## src/rtl/goldschmidt_seq.sv

```systemverilog
// Control sequencer for the Goldschmidt mantissa divider: holds one operand pair,
// steps the datapath through LOAD / ITER / CAPTURE, and presents the quotient.
module goldschmidt_seq #(
    parameter int WIDTH   = 30,
    parameter int ITERS   = 4,
    parameter int MUL_LAT = 1
) (
    input  logic             clk,
    input  logic             reset,
    input  logic             in_valid,
    output logic             in_ready,
    input  logic [WIDTH-1:0] in_num,
    input  logic [WIDTH-1:0] in_den,
    input  logic             flush,
    output logic [WIDTH-1:0] dp_num,
    output logic [WIDTH-1:0] dp_den,
    output logic             dp_load,
    output logic             dp_mode,
    output logic             dp_stage,
    output logic             dp_rem,
    input  logic [WIDTH-1:0] dp_quotient,
    output logic             out_valid,
    input  logic             out_ready,
    output logic [WIDTH-1:0] out_quotient,
    output logic             out_dz,
    output logic             busy
);

    localparam int IW = (ITERS > 1) ? $clog2(ITERS) : 1;
    localparam int LW = (MUL_LAT > 1) ? $clog2(MUL_LAT) : 1;

    typedef enum logic [2:0] {IDLE, LOAD, ITER, CAPTURE, DONE} state_t;

    state_t        state;
    logic [IW-1:0] iter;
    logic          phase;
    logic [LW-1:0] lat;

    logic accept;
    logic last_lat;
    logic last_iter;

    assign accept    = in_valid & in_ready;
    assign last_lat  = (lat == LW'(MUL_LAT - 1));
    assign last_iter = (iter == IW'(ITERS - 1));

    always_ff @(posedge clk or negedge reset) begin
        if (!reset) begin
            state        <= IDLE;
            iter         <= '0;
            phase        <= 1'b0;
            lat          <= '0;
            dp_num       <= '0;
            dp_den       <= '0;
            out_quotient <= '0;
            out_dz       <= 1'b0;
        end else if (flush) begin
            state <= IDLE;
        end else begin
            // Accepts only happen in IDLE or in DONE alongside the output handshake.
            if (accept) begin
                dp_num <= in_num;
                dp_den <= in_den;
                if (in_den == '0) begin
                    state        <= DONE;
                    out_dz       <= 1'b1;
                    out_quotient <= '1;
                end else begin
                    state <= LOAD;
                end
            end
            case (state)
                LOAD: begin
                    state <= ITER;
                    iter  <= '0;
                    phase <= 1'b0;
                    lat   <= '0;
                end
                ITER: begin
                    if (last_lat) begin
                        lat   <= '0;
                        phase <= ~phase;
                        if (phase) begin
                            if (last_iter) state <= CAPTURE;
                            else           iter  <= iter + 1'b1;
                        end
                    end else begin
                        lat <= lat + 1'b1;
                    end
                end
                CAPTURE: begin
                    out_quotient <= dp_quotient;
                    out_dz       <= 1'b0;
                    state        <= DONE;
                end
                DONE: begin
                    if (out_ready && !in_valid) state <= IDLE;
                end
                default: ;
            endcase
        end
    end

    // Control outputs decode directly from the registered state and counters.
    always_comb begin
        in_ready  = (state == IDLE) || ((state == DONE) && out_ready);
        dp_load   = (state == LOAD);
        dp_mode   = (state == ITER);
        dp_stage  = (state == ITER) && phase;
        dp_rem    = (state == ITER) && last_iter;
        out_valid = (state == DONE);
        busy      = (state != IDLE);
    end

endmodule

```

## config.mk

```make
export PLATFORM = sky130hd
export DESIGN_NAME = goldschmidt_seq
export DESIGN_NICKNAME = d
export VERILOG_FILES = /design/src/rtl/goldschmidt_seq.sv
export SDC_FILE = /design/constraint.sdc
export NUM_CORES = 1
export LEC_CHECK = 0
export ABC_AREA = 1
export BUFFER_PORTS_ARGS = -buffer_cell sky130_fd_sc_hd__buf_2
export CAP_MARGIN = 10
export CORE_ASPECT_RATIO = 1.4
export CORE_MARGIN = 2
export CORE_UTILIZATION = 49
export CTS_BUF_LIST = sky130_fd_sc_hd__clkbuf_2 sky130_fd_sc_hd__clkbuf_4 sky130_fd_sc_hd__clkbuf_8
export CTS_CLUSTER_DIAMETER = 50
export DETAILED_ROUTE_END_ITERATION = 6
export PLACE_DENSITY = 0.93
export SYNTH_ARGS = -nofsm -noshare
export SYNTH_HDL_FRONTEND = slang
export SYNTH_SLANG_ARGS = --single-unit
```

## constraint.sdc

```tcl
create_clock -name clk -period 1.9 [get_ports clk]
set_input_delay 0.19 -clock clk [delete_from_list [all_inputs] [get_ports clk]]
set_output_delay 0.19 -clock clk [all_outputs]
set_load 0.01 [all_outputs]
```

=== Word-level counts from Yosys, hierarchy flattened ===
Index checks and enable logic that the tools add are counted.

* Bits in registers: 98
* Input bits: 95
* Output and inout bits: 98
* Word-level logic and storage cells: 60

* Add/subtract/negate cells: 2
* Equality and inequality tests: 8
* Mux-type cells: 22
* Bitwise operators: 3
* Reduce and logical (&&, ||, !) cells: 17

{| class="wikitable"
|+ Operators with widths
! kind !! count
|-
| 2-to-1 mux 30 bit || 3
|-
| logical NOT 30 bit || 1
|-
| 2-to-1 mux 3 bit || 7
|-
| one-hot mux 3 bit (4 select lines) || 1
|-
| equality test 3 x 2 -> 1 bit (second input constant) || 2
|-
| 2-to-1 mux 2 bit || 3
|-
| AND reduction 3 bit || 2
|-
| nonzero test 2 bit || 3
|-
| 2-to-1 mux 1 bit || 5
|-
| AND reduction 5 bit || 1
|-
| logical AND 1 bit || 4
|-
| != test 2 bit (second input constant) || 2
|-
| one-hot mux 1 bit (2 select lines) || 2
|-
| one-hot mux 2 bit (2 select lines) || 1
|-
| AND reduction 2 bit || 2
|-
| equality test 3 x 1 -> 1 bit (second input constant) || 1
|-
| equality test 3 bit (second input constant) || 1
|-
| logical NOT 3 bit || 1
|-
| nonzero test 3 bit || 1
|-
| adder 2 x 1 -> 2 bit (second input constant) || 1
|-
| equality test 2 bit (second input constant) || 1
|-
| != test 2 x 1 -> 1 bit (second input constant) || 1
|-
| NOT 1 bit || 2
|-
| adder 1 bit (second input constant) || 1
|-
| other kinds (3) || 3
|}

=== Logic depth before layout (Yosys ltp) ===
Gate-level depths: netlist of run 1.

* Depth after elaboration: 10
* Gate-level depth with buffers: 12
* Depth with buffers taken out: 10

=== Worst setup path after synthesis of run 1 ===
Ideal clock, no wire load.

* Kind: register to register
* Start point: reg state[1]
* End point: reg dp_num[0]
* Setup time: 117 ps
* Arrival time: 1421 ps
* Data required time: 1783 ps
* Setup slack: 362 ps
* Cell stages (with the launch flop): 12
* Buffers on the path: 3
* Period minus slack after synthesis: 1538 ps
* Cell sequence: dfrtp_1 nor2_2 nand2_1 inv_2 nand2_2 nor2_4 buf_6 inv_2 buf_6 buf_4 nand2_1 nand2_1

* Cells in the longest elaborated chain, start to end: 5
* Elaborated cells on any way between the ends: 6
* Those cells by class: eq/ne (1); bitwise (1); reduce/logical (4)

{| class="wikitable"
|+ Ends and longest elaborated chain
! item !! RTL line !! RTL
|-
| start, declared || 34 || <nowiki>state_t state;</nowiki>
|-
| start signal, assigned || 49 || <nowiki>state <= IDLE;</nowiki>
|-
| start signal, assigned || 58 || <nowiki>state <= IDLE;</nowiki>
|-
| start signal, assigned || 65 || <nowiki>state <= DONE;</nowiki>
|-
| equality test 3 bit || 106 || <nowiki>in_ready = (state == IDLE) || ((state == DONE) && out_ready);</nowiki>
|-
| logical AND 1 bit || 106 ||
|-
| logical OR 1 bit (*) || 106 ||
|-
| via in_ready || 11 || <nowiki>output logic in_ready,</nowiki>
|-
| bitwise AND 1 bit (*) || 43 || <nowiki>assign accept = in_valid & in_ready;</nowiki>
|-
| AND reduction 2 bit (no source line) (*) || - ||
|-
| end signal, assigned || 62 || <nowiki>dp_num <= in_num;</nowiki>
|-
| end, declared || 15 || <nowiki>output logic [WIDTH-1:0] dp_num,</nowiki>
|}

The timed path passes the listed nets; every way through them passes the cells marked *.
A chain may end at the register's enable or synchronous reset.

=== Final worst setup path of run 1 ===
* Start point: reg state[0]
* End point: out dp_rem

* Cells in the longest elaborated chain, start to end: 2

{| class="wikitable"
|+ Ends and longest elaborated chain
! item !! RTL line !! RTL
|-
| equality test 3 x 2 -> 1 bit || 110 || <nowiki>dp_rem = (state == ITER) && last_iter;</nowiki>
|-
| logical AND 1 bit || 110 ||
|-
| end, declared || 20 || <nowiki>output logic dp_rem,</nowiki>
|}

No other way between the ends.

==> flow_summary.yaml, run 1 <==
global_route:
  overflow: 0
  grt_pass1_vias: 3695
  grt_pass1_wl_um: 16900
  grt_max_degree: 98
  antenna_found_initial: 0
  track_usage_pct: 21.8
power:
  power.density_nw_per_um2: 1510
  switching_share_pct: 37.8
  finalPower_w: 0.00846
  power_frac_seq_pct: 42.7
  clockPowerShare_pct: 17.8
  combPwrFrac_pct: 39.4
  p_int_w: 0.00526
  vdd_ir_drop_max_v: 0.000736
  switchingPower_w: 0.00320
  leakage_nw: 3.40
critical_path:
  cp_data_arrival_time_ns: 1.52
  critPathLaunchType: "flip-flop"
  crit_slowest_cell: "dfrtp_1"
  r2r_slack_ns: 0.24
  r2r-end: "out_quotient[21]"
  criticalPathCategory: "reg2out"
  required_ns: 1.71
  cp-end-kind: "output pin"
  path_cells: "inv_1 > nand3_1 > inv_1 > nand2_1 > inv_1 > buf_2"
  r2r_start: "state[1]"
  reg2reg_depth: 10
  path_max_fanout: 5
  crit_top_cell: "inv_1"
  slowest_delay_ns: 0.44
clocking:
  htree_levels: 3
  cts_setup_buffers: 0
  clk_pin_slew_worst_paths_ns: 0.09
  cts_made_buffers: 9
  clk_latency_ns: 0.36
  root_buffer: "clkbuf_8"
  cts_tree: "done"
  clockBufferDepth: 2
  clock_sinks: 97
floorplanning:
  pin_count: 193
  die_area_um2: 9590
  dieHeight_um: 115
  row_count: 40
  coreArea_um2: 8560
  die_width_um: 83.3
  floorplan.initialDensity_pct: 50.4
cells_and_area:
  drive_above_1_share_pct: 30.9
  layout.nets: 828
  syn2layout_area_growth_pct: 29.7
  num_antenna_cells: 0
  num-fill-cells: 728
routing:
  routed_wl_um: 10100
  viasPerCell: 4.70
  antenna_left: 0
  drtPass1Iterations: 4
  drc: 0
  post_drt_wl_per_cell_um: 12.0
  vias: 3961
  drtIter0Drc: 167
timing:
  skew_ns: 0.00565
  tns_ns: 0
  period_minus_slack_ns: 1.71
  rsz0062_at_grt: "false"
  slew_headroom_pct: 66.4
  timing.hold.ws_ns: 0.0236
  finalHoldViolCount: 0
  tightest_slew_ns: 0.505
  setup_viol_count_final: 0
  clock.fmax_mhz: 586
  slew_violations: 0
  timing.final.crit_share_pct: 89.9
yosys:
  ys.warnings.count: 0
  ys_seq_elements: 97
  avgSynthCellArea_um2: 7.91
  synth_nets: 642
  synth_area_um2: 4320
  yosysSeqAreaShare_pct: 56.2
  netlist_instances: 546
  ys_types: 22
worst_hold_path:
  min_to: "dp_num[27]"
  worstHoldPathCells: 3
  hold_start: "in_num[27]"
  hold_path.class: "in2reg"
flow_run:
  drv_cap: 0
placement:
  place.port_buffers: 192
  routabilityCongestion: 0.896
  dp_hpwl_um: 7400
outcome:
  run_status: "completed"
==> worst max-delay path by stage <==
stage | start | end | cells after the start | slack (ns)
after global placement | in_den[28] | out_quotient[27] | 10 | 0.27
after detailed placement | state[1] | out_quotient[26] | 9 | 0.21
after CTS | state[0] | dp_rem | 6 | 0.16
final | state[0] | dp_rem | 6 | 0.19
after floorplan | state[1] | dp_num[0] | 11 | 0.36
after global routing | state[0] | dp_rem | 6 | 0.04
==> registers in the layout, summed over array words and instances, names as in the netlist <==
signal	count
out_quotient	30
dp_den	30
out_dz	1
state	3
dp_num	30
phase	1
iter	2
==> through the flow <==
stage          util, %  cell area (um^2)  worst slack [ns]  instances
3_3_place_gp      62.5              5350             0.273        825
4_1_cts           65.3              5590             0.156        842
3_5_place_dp      62.5              5350             0.206        825
6_report          65.4              5600             0.193        842
2_1_floorplan        -              4320             0.362        546
5_1_grt           65.4              5600            0.0419        842
==> power groups by stage <==
stage	sequential, W	combinational [W]	clock (W)
floorplan	0.00408	0.00143	0
global placement	0.00361	0.00325	0
detailed placement	0.00363	0.00338	0
CTS	0.00361	0.00339	0.00154
global route	0.00374	0.00373	0.00164
finish	0.00361	0.00334	0.00151
==> final cells by class <==
class	count	area (um^2)	share of cell area, %
inverters	71	267	4.76
clock buffers	12	159	2.84
repair buffers	200	1060	19.0
clock inverters	4	75.1	1.34
flip-flops and latches	97	2430	43.4
well taps	105	131	2.35
multi-input cells	353	1470	26.3
==> Yosys cell counts, drive strengths merged <==
master  count  area share (%)
o21ai      27             3.5
nand2     264              23
o211ai      2            0.35
clkbuf     10            0.87
inv        71             6.2
nor2       16             1.6
buf        15             2.8
or2         1            0.15
a31oi       1            0.15
a21oi       1            0.12
ha          1            0.29
dfrtp      97              56
nand3      40             4.8
==> placed cells by master (no fill, tap or decap), drive strengths merged <==
cell type / instances
clkbuf: 12
bufinv: 2
a21oi: 1
buf: 199
ha: 1
or2: 1
a31oi: 1
o21ai: 27
dlygate4sd3: 1
nand3: 40
o211ai: 2
dfrtp: 97
clkinvlp: 2
inv: 71
nor2: 16
nand2: 264
==> kinds of logic after synthesis <==
| group | count (synthesis) | share of synthesized area (%) |
|---|---|---|
| adder cells (fa/ha/maj) | 1 | 0.290 |
| AND/OR/NAND/NOR | 321 | 29.5 |
| AO/OA/AOI/OAI | 31 | 4.09 |
| flip-flops | 97 | 56.2 |
| buffers and inverters | 96 | 9.86 |
==> what timing repair did <==
item	4_1_cts	5_1_grt
gates resized for setup	0	1
hold buffers	1	0
setup endpoints to repair	0	11
endpoints found under the hold margin	97	0
==> critical path, delay by kind of cell, from the launching register on <==
| kind | cells | cell delay (ns) |
|---|---|---|
| and+or+nand+nor | 2 | 0.25 |
| buffers and inverters | 4 | 0.48 |
| DFF | 1 | 0.44 |
==> routing by layer <==
layer | track usage (%) | vias up | wire length, um
met1 | 25.6 | 1797 | 3970
met3 | 4.95 | 14 | 695
met5 | 0 | - | 0
met4 | 8.85 | 0 | 197
met2 | 38.9 | 147 | 5260
li1 | - | 2003 | -
Note: power is estimated with default switching activity, not from simulation.
==> run 2, diff against run 1 <==
--- a/config.mk
+++ b/config.mk
@@ -10,11 +10,11 @@
 export CAP_MARGIN = 10
 export CORE_ASPECT_RATIO = 1.4
 export CORE_MARGIN = 2
-export CORE_UTILIZATION = 49
+export CORE_UTILIZATION = 53
 export CTS_BUF_LIST = sky130_fd_sc_hd__clkbuf_2 sky130_fd_sc_hd__clkbuf_4 sky130_fd_sc_hd__clkbuf_8
 export CTS_CLUSTER_DIAMETER = 50
 export DETAILED_ROUTE_END_ITERATION = 6
-export PLACE_DENSITY = 0.93
+export PLACE_DENSITY = 0.95
 export SYNTH_ARGS = -nofsm -noshare
 export SYNTH_HDL_FRONTEND = slang
 export SYNTH_SLANG_ARGS = --single-unit
==> constraint.sdc (replaced) <==
create_clock -name clk -period 2.2 [get_ports clk]
set_input_delay 0.22 -clock clk [delete_from_list [all_inputs] [get_ports clk]]
set_output_delay 0.22 -clock clk [all_outputs]
set_load 0.01 [all_outputs]
==> run 2 against run 1 <==
  * Sequential share of layout area increased by 0.43 points
  * Critical path depth unchanged
  * First-iteration DRC count increased by 22%
  * Utilization up 5.2 points
  * Combinational power decreased by 13%
  * Worst setup slack better by 0.24 ns
  * Routed wire length up 5.1%
  * Highest routed layer unchanged
==> flow_summary.yaml, run 2 (synthesized netlist as in run 1, its figures left out) <==
outcome:
  run_status: "completed"
floorplanning:
  row_count: 38
  coreArea_um2: 7850
  pin_count: 193
  floorplan.initialDensity_pct: 55.0
  die_width_um: 80.3
  die_area_um2: 8890
  dieHeight_um: 111
clocking:
  clock_sinks: 97
  root_buffer: "clkbuf_8"
  cts_tree: "done"
  clockBufferDepth: 2
  htree_levels: 3
  post_cts_resized: 0
  clk_pin_slew_worst_paths_ns: 0.09
  cts_made_buffers: 9
  clk_latency_ns: 0.35
timing:
  tightest_slew_ns: 0.776
  period_minus_slack_ns: 1.77
  rsz0062_at_grt: "false"
  skew_ns: 0.00520
  slew_headroom_pct: 48.3
  timing.final.crit_share_pct: 80.4
  tns_ns: 0
  slew_violations: 0
  setup_viol_count_final: 0
  timing.hold.ws_ns: 0.0635
  finalHoldViolCount: 0
  clock.fmax_mhz: 565
cells_and_area:
  drive_above_1_share_pct: 31.0
  final_common_cell: "nand2_1"
  final_cell_mix: "263 x nand2_1, 191 x buf_2, 97 x dfrtp_1"
  instances_no_fill: 838
  multi_input_area_um2: 1470
  num_antenna_cells: 0
  top_regs: "dp_den (30), dp_num (30), out_quotient (30)"
  final_cell_area_um2: 5540
  layout.nets: 829
  num-fill-cells: 596
  seq_area_um2: 2430
  syn2layout_area_growth_pct: 28.4
worst_hold_path:
  hold_path.class: "in2reg"
power:
  finalPower_w: 0.00723
  power.density_nw_per_um2: 1300
  vdd_ir_drop_max_v: 0.000729
  leakage_nw: 3.39
routing:
  drc: 0
  drtIter0Drc: 204
  viasPerCell: 4.96
  routed_wl_um: 10600
  antenna_left: 0
  post_drt_wl_per_cell_um: 12.7
  vias: 4157
  drtPass1Iterations: 5
critical_path:
  critPathLaunchType: "flip-flop"
  required_ns: 1.98
  cp_data_arrival_time_ns: 1.55
  path_max_fanout: 5
  criticalPathCategory: "reg2out"
  cp-end-kind: "output pin"
global_route:
  grt_pass1_vias: 3926
  track_usage_pct: 24.1
  grt_max_degree: 85
  grt_pass1_wl_um: 17300
  antenna_found_initial: 0
  overflow: 0
placement:
  routabilityCongestion: 0.865
  place.port_buffers: 192
  dpl.cell_count: 821
  place_area_um2: 5320
  dp_hpwl_um: 8010
flow_run:
  drv_cap: 0
[run 2: changes by cell type in the layout (fill, tap and decap cells not counted), sizes merged]
cell / change
clkinv: +2
buf: +1
bufinv: -1
clkinvlp: -1
[run 2: power by group]
group | switching [W] | internal (W)
Combinational | 0.00171 | 0.00117
Clock | 0.000578 | 0.000601
Sequential | 0.000515 | 0.00265
[run 2: final timing paths]
check | startpoint | endpoint | slack (ns) | cells after the start
max | state[0] | dp_rem | 0.43 | 6
min | in_num[14] | dp_num[14] | 0.06 | 3
max reg2reg | state[1] | dp_den[6] | 0.45 | 9
min reg2reg | dp_num[23] | dp_num[23] | 0.48 | 2
max in group asynchronous | reset | out_quotient[27] | 1.25 | 3
min in group asynchronous | reset | dp_den[19] | 0.30 | 2
[run 2: per-layer routing]
metal / part of all wire (%) / track usage, % / vias to the layer above / routed length (um)
met5: 0 / 0 / - / 0
li1: - / - / 2000 / -
met1: 37 / 27.7 / 1906 / 3900
met3: 8.0 / 4.07 / 30 / 857
met4: 2.7 / 11.5 / 0 / 288
met2: 53 / 42.3 / 221 / 5600
[run 2: critical path, stage by stage, from the launching register on]
cell     delay [ns]
dfrtp_1        0.43
inv_1          0.11
nand3_1        0.19
inv_1          0.18
nand2_1        0.10
inv_1          0.07
buf_2          0.12
[run 2: area by class of cell]
cell class                 count  share of cell area (%)
tap                          100                    2.26
clock inverter                 4                   0.926
sequential                    97                    43.8
clock buffer                  12                    2.87
inverter                      71                    4.81
multi-input combinational    353                    26.5
timing repair buffer         201                    18.9
[run 2: stage by stage]
step / util [%] / setup slack [ns]
finish: 70.6 / 0.431
detailed placement: 67.8 / 0.482
floorplan: - / 0.662
global route: 70.6 / 0.259
CTS: 70.6 / 0.413
global placement: 67.8 / 0.583
[run 2: timing repair]
action / CTS / global route
setup endpoints to repair: 0 / 0
hold buffers: 1 / 0
endpoints found under the hold margin: 21 / 0
setup buffers: 0 / 0
==> run 3, diff against run 2 <==
--- a/config.mk
+++ b/config.mk
@@ -5,16 +5,16 @@
 export SDC_FILE = /design/constraint.sdc
 export NUM_CORES = 1
 export LEC_CHECK = 0
-export ABC_AREA = 1
+export ABC_AREA = 0
 export BUFFER_PORTS_ARGS = -buffer_cell sky130_fd_sc_hd__buf_2
 export CAP_MARGIN = 10
 export CORE_ASPECT_RATIO = 1.4
 export CORE_MARGIN = 2
-export CORE_UTILIZATION = 53
+export CORE_UTILIZATION = 43
 export CTS_BUF_LIST = sky130_fd_sc_hd__clkbuf_2 sky130_fd_sc_hd__clkbuf_4 sky130_fd_sc_hd__clkbuf_8
 export CTS_CLUSTER_DIAMETER = 50
 export DETAILED_ROUTE_END_ITERATION = 6
-export PLACE_DENSITY = 0.95
+export PLACE_DENSITY = 0.89
 export SYNTH_ARGS = -nofsm -noshare
 export SYNTH_HDL_FRONTEND = slang
 export SYNTH_SLANG_ARGS = --single-unit
==> constraint.sdc (replaced) <==
create_clock -name clk -period 1.5 [get_ports clk]
set_input_delay 0.15 -clock clk [delete_from_list [all_inputs] [get_ports clk]]
set_output_delay 0.15 -clock clk [all_outputs]
set_load 0.01 [all_outputs]
==> run 3 against run 2 <==
  * The flow now finishes with violations (setup timing)
  * Routed wire length is 10% higher
  * Via count is 16% lower
  * Critical path depth unchanged
  * Largest power group unchanged
==> flow_summary.yaml, run 3 <==
outcome:
  run_status: "finished with violations"
  violations: "setup timing"
global_route:
  antenna_found_initial: 0
  track_usage_pct: 20.8
  grt_pass1_wl_um: 16200
  overflow: 0
  grt_max_degree: 44
  grt_pass1_vias: 3429
floorplanning:
  floorplan.initialDensity_pct: 43.8
  pin_count: 193
  dieHeight_um: 117
  die_area_um2: 9870
  coreArea_um2: 8930
  die_width_um: 84.6
  row_count: 41
cells_and_area:
  instances_no_fill: 677
  num-fill-cells: 646
  top_regs: "dp_den (30), dp_num (30), out_quotient (30)"
  final_cell_mix: "189 x buf_2, 97 x dfrtp_1, 66 x nor2_1"
  layout.nets: 661
  syn2layout_area_growth_pct: 58.9
  final_common_cell: "buf_2"
  drive_above_1_share_pct: 63.2
  num_antenna_cells: 0
placement:
  routabilityCongestion: 0.806
  place.port_buffers: 192
  dp_hpwl_um: 7410
  dpl.cell_count: 625
clocking:
  clock_sinks: 97
  clockBufferDepth: 2
  clk_latency_ns: 0.36
  cts_made_buffers: 9
  root_buffer: "clkbuf_8"
  htree_levels: 3
  clk_pin_slew_worst_paths_ns: 0.10
  cts_tree: "done"
timing:
  timing.hold.ws_ns: 0.0233
  tightest_slew_ns: 0.426
  skew_ns: 0.0133
  worst_slack_ns: -0.260
  slew_violations: 0
  finalHoldViolCount: 0
  tns_ns: -20.80
  rsz0062_at_grt: "true"
  period_minus_slack_ns: 1.76
  setup_viol_count_final: 101
  clock.fmax_mhz: 568
  slew_headroom_pct: 71.3
  timing.final.crit_share_pct: 117
critical_path:
  required_ns: 1.76
  path_max_fanout: 8
  reg2reg_depth: 6
  cp-end-kind: "flip-flop"
  cp_data_arrival_time_ns: 2.02
  path_cells: "or2_4 > a2111oi_4 > buf_6 > buf_4 > buf_12 > mux2_2"
  slowest_delay_ns: 0.39
  crit_slowest_cell: "dfrtp_1"
  criticalPathCategory: "reg2reg"
  critPathLaunchType: "flip-flop"
routing:
  drtPass1Iterations: 4
  drc: 0
  vias: 3475
  routed_wl_um: 11700
  viasPerCell: 5.13
  post_drt_wl_per_cell_um: 17.3
  drtIter0Drc: 144
  antenna_left: 0
flow_run:
  drv_cap: 0
yosys:
  synth_area_um2: 3910
  synth_nets: 416
  synthArstFlopShare_pct: 100
  avgSynthCellArea_um2: 12.2
  synth_flop_cell: "dfrtp_1"
  ys_seq_elements: 97
  yosys.cell_count.top_type: "dfrtp_1"
  ys.warnings.count: 0
  synth_edf_count: 0
  synth_top_cell_area_share_pct: 62.1
  ys_types: 29
  yosysSeqAreaShare_pct: 62.1
  netlist_instances: 320
  synthTopCellsByCount: "97 x dfrtp_1, 67 x nor2_1, 61 x mux2_2, 33 x a21oi_1, 11 x clkbuf_1"
  synth_area_leaders: "dfrtp_1 62%, mux2_2 18%, nor2_1 6.4%, a21oi_1 4.2%, nor4_1 1.1%"
  yosysTopAreaCell: "dfrtp_1"
power:
  leakage_nw: 3.10
  vdd_ir_drop_max_v: 0.000927
  power.density_nw_per_um2: 1470
  finalPower_w: 0.00911
worst_hold_path:
  worstHoldPathCells: 2
  hold_path.class: "in2reg"
## run 3: cell count changes in the layout (fill, tap and decap cells not counted), moves of 19 or more
cell,delta
inv_1,-63
mux2_2,+22
nand3_1,-39
nand2_1,-259
buf_4,+19
a21oi_2,+25
nor2_1,+53
mux2_4,+39
## run 3: final timing paths
kind | end | start | slack, ns
worst max-delay path | dp_num[9] | state[0] | -0.26
worst min-delay path | dp_num[6] | in_num[6] | 0.02
worst max register to register | dp_num[9] | state[0] | -0.26
worst min register to register | dp_den[23] | dp_den[23] | 0.51
max in group asynchronous | dp_num[10] | reset | 0.72
min in group asynchronous | dp_den[11] | reset | 0.24
## run 3: logic make-up after synthesis
group           Yosys count  share of synthesized area [%]
mux                      62                           17.8
simple gates             96                           11.2
compound gates           41                           6.05
flops                    97                           62.1
fa+ha+maj                 1                          0.320
buf+inv                  23                           2.43
## run 3: power by group
group / internal, W / switching, W
logic: 0.00193 / 0.00162
clock network: 0.000618 / 0.000927
registers: 0.00350 / 0.000513
total: 0.00606 / 0.00306
## run 3: cell type report
cell class              count  area [um^2]  share of cell area (%)
clock inverters             7         52.6                   0.846
inverters                   5         18.8                   0.302
repair buffers            252         1690                    27.2
flip-flops and latches     97         2430                    39.1
well taps                 107          134                    2.16
clock buffers               9          124                    2.00
multi-input cells         200         1760                    28.4
## run 3: through the flow
step,utilization [%],area (um^2),worst slack (ns)
6_report,69.6,6210,-0.260
5_1_grt,69.6,6210,-0.318
4_1_cts,64.2,5730,-0.253
3_5_place_dp,58.5,5220,-0.328
3_3_place_gp,58.5,5220,-0.257
2_1_floorplan,-,3970,-0.352
## run 3: critical path: cells and delay by family (launching register included)
| family | cells | cell delay (ns) |
|---|---|---|
| DFF | 1 | 0.39 |
| muxes | 1 | 0.32 |
| buffers and inverters | 3 | 0.47 |
| AOI/OAI and AO/OA | 1 | 0.21 |
| and+or+nand+nor | 1 | 0.27 |
## run 3: timing repair
| item | in CTS | in global routing |
|---|---|---|
| pin swaps | 5 | 2 |
| resized for setup | 24 | 74 |
| setup endpoints to repair | 100 | 101 |
| gates cloned | 1 | 5 |
| hold endpoints to repair | 35 | 2 |
| hold buffers | 9 | 2 |
| setup buffers | 13 | 8 |
## run 3: metal layers
metal	up-vias	wire length, um	GRT usage [%]
met5	-	0	0
met3	45	706	4.21
met1	1675	4270	23.4
met2	175	6200	37.2
met4	0	554	11.3
li1	1580	-	-
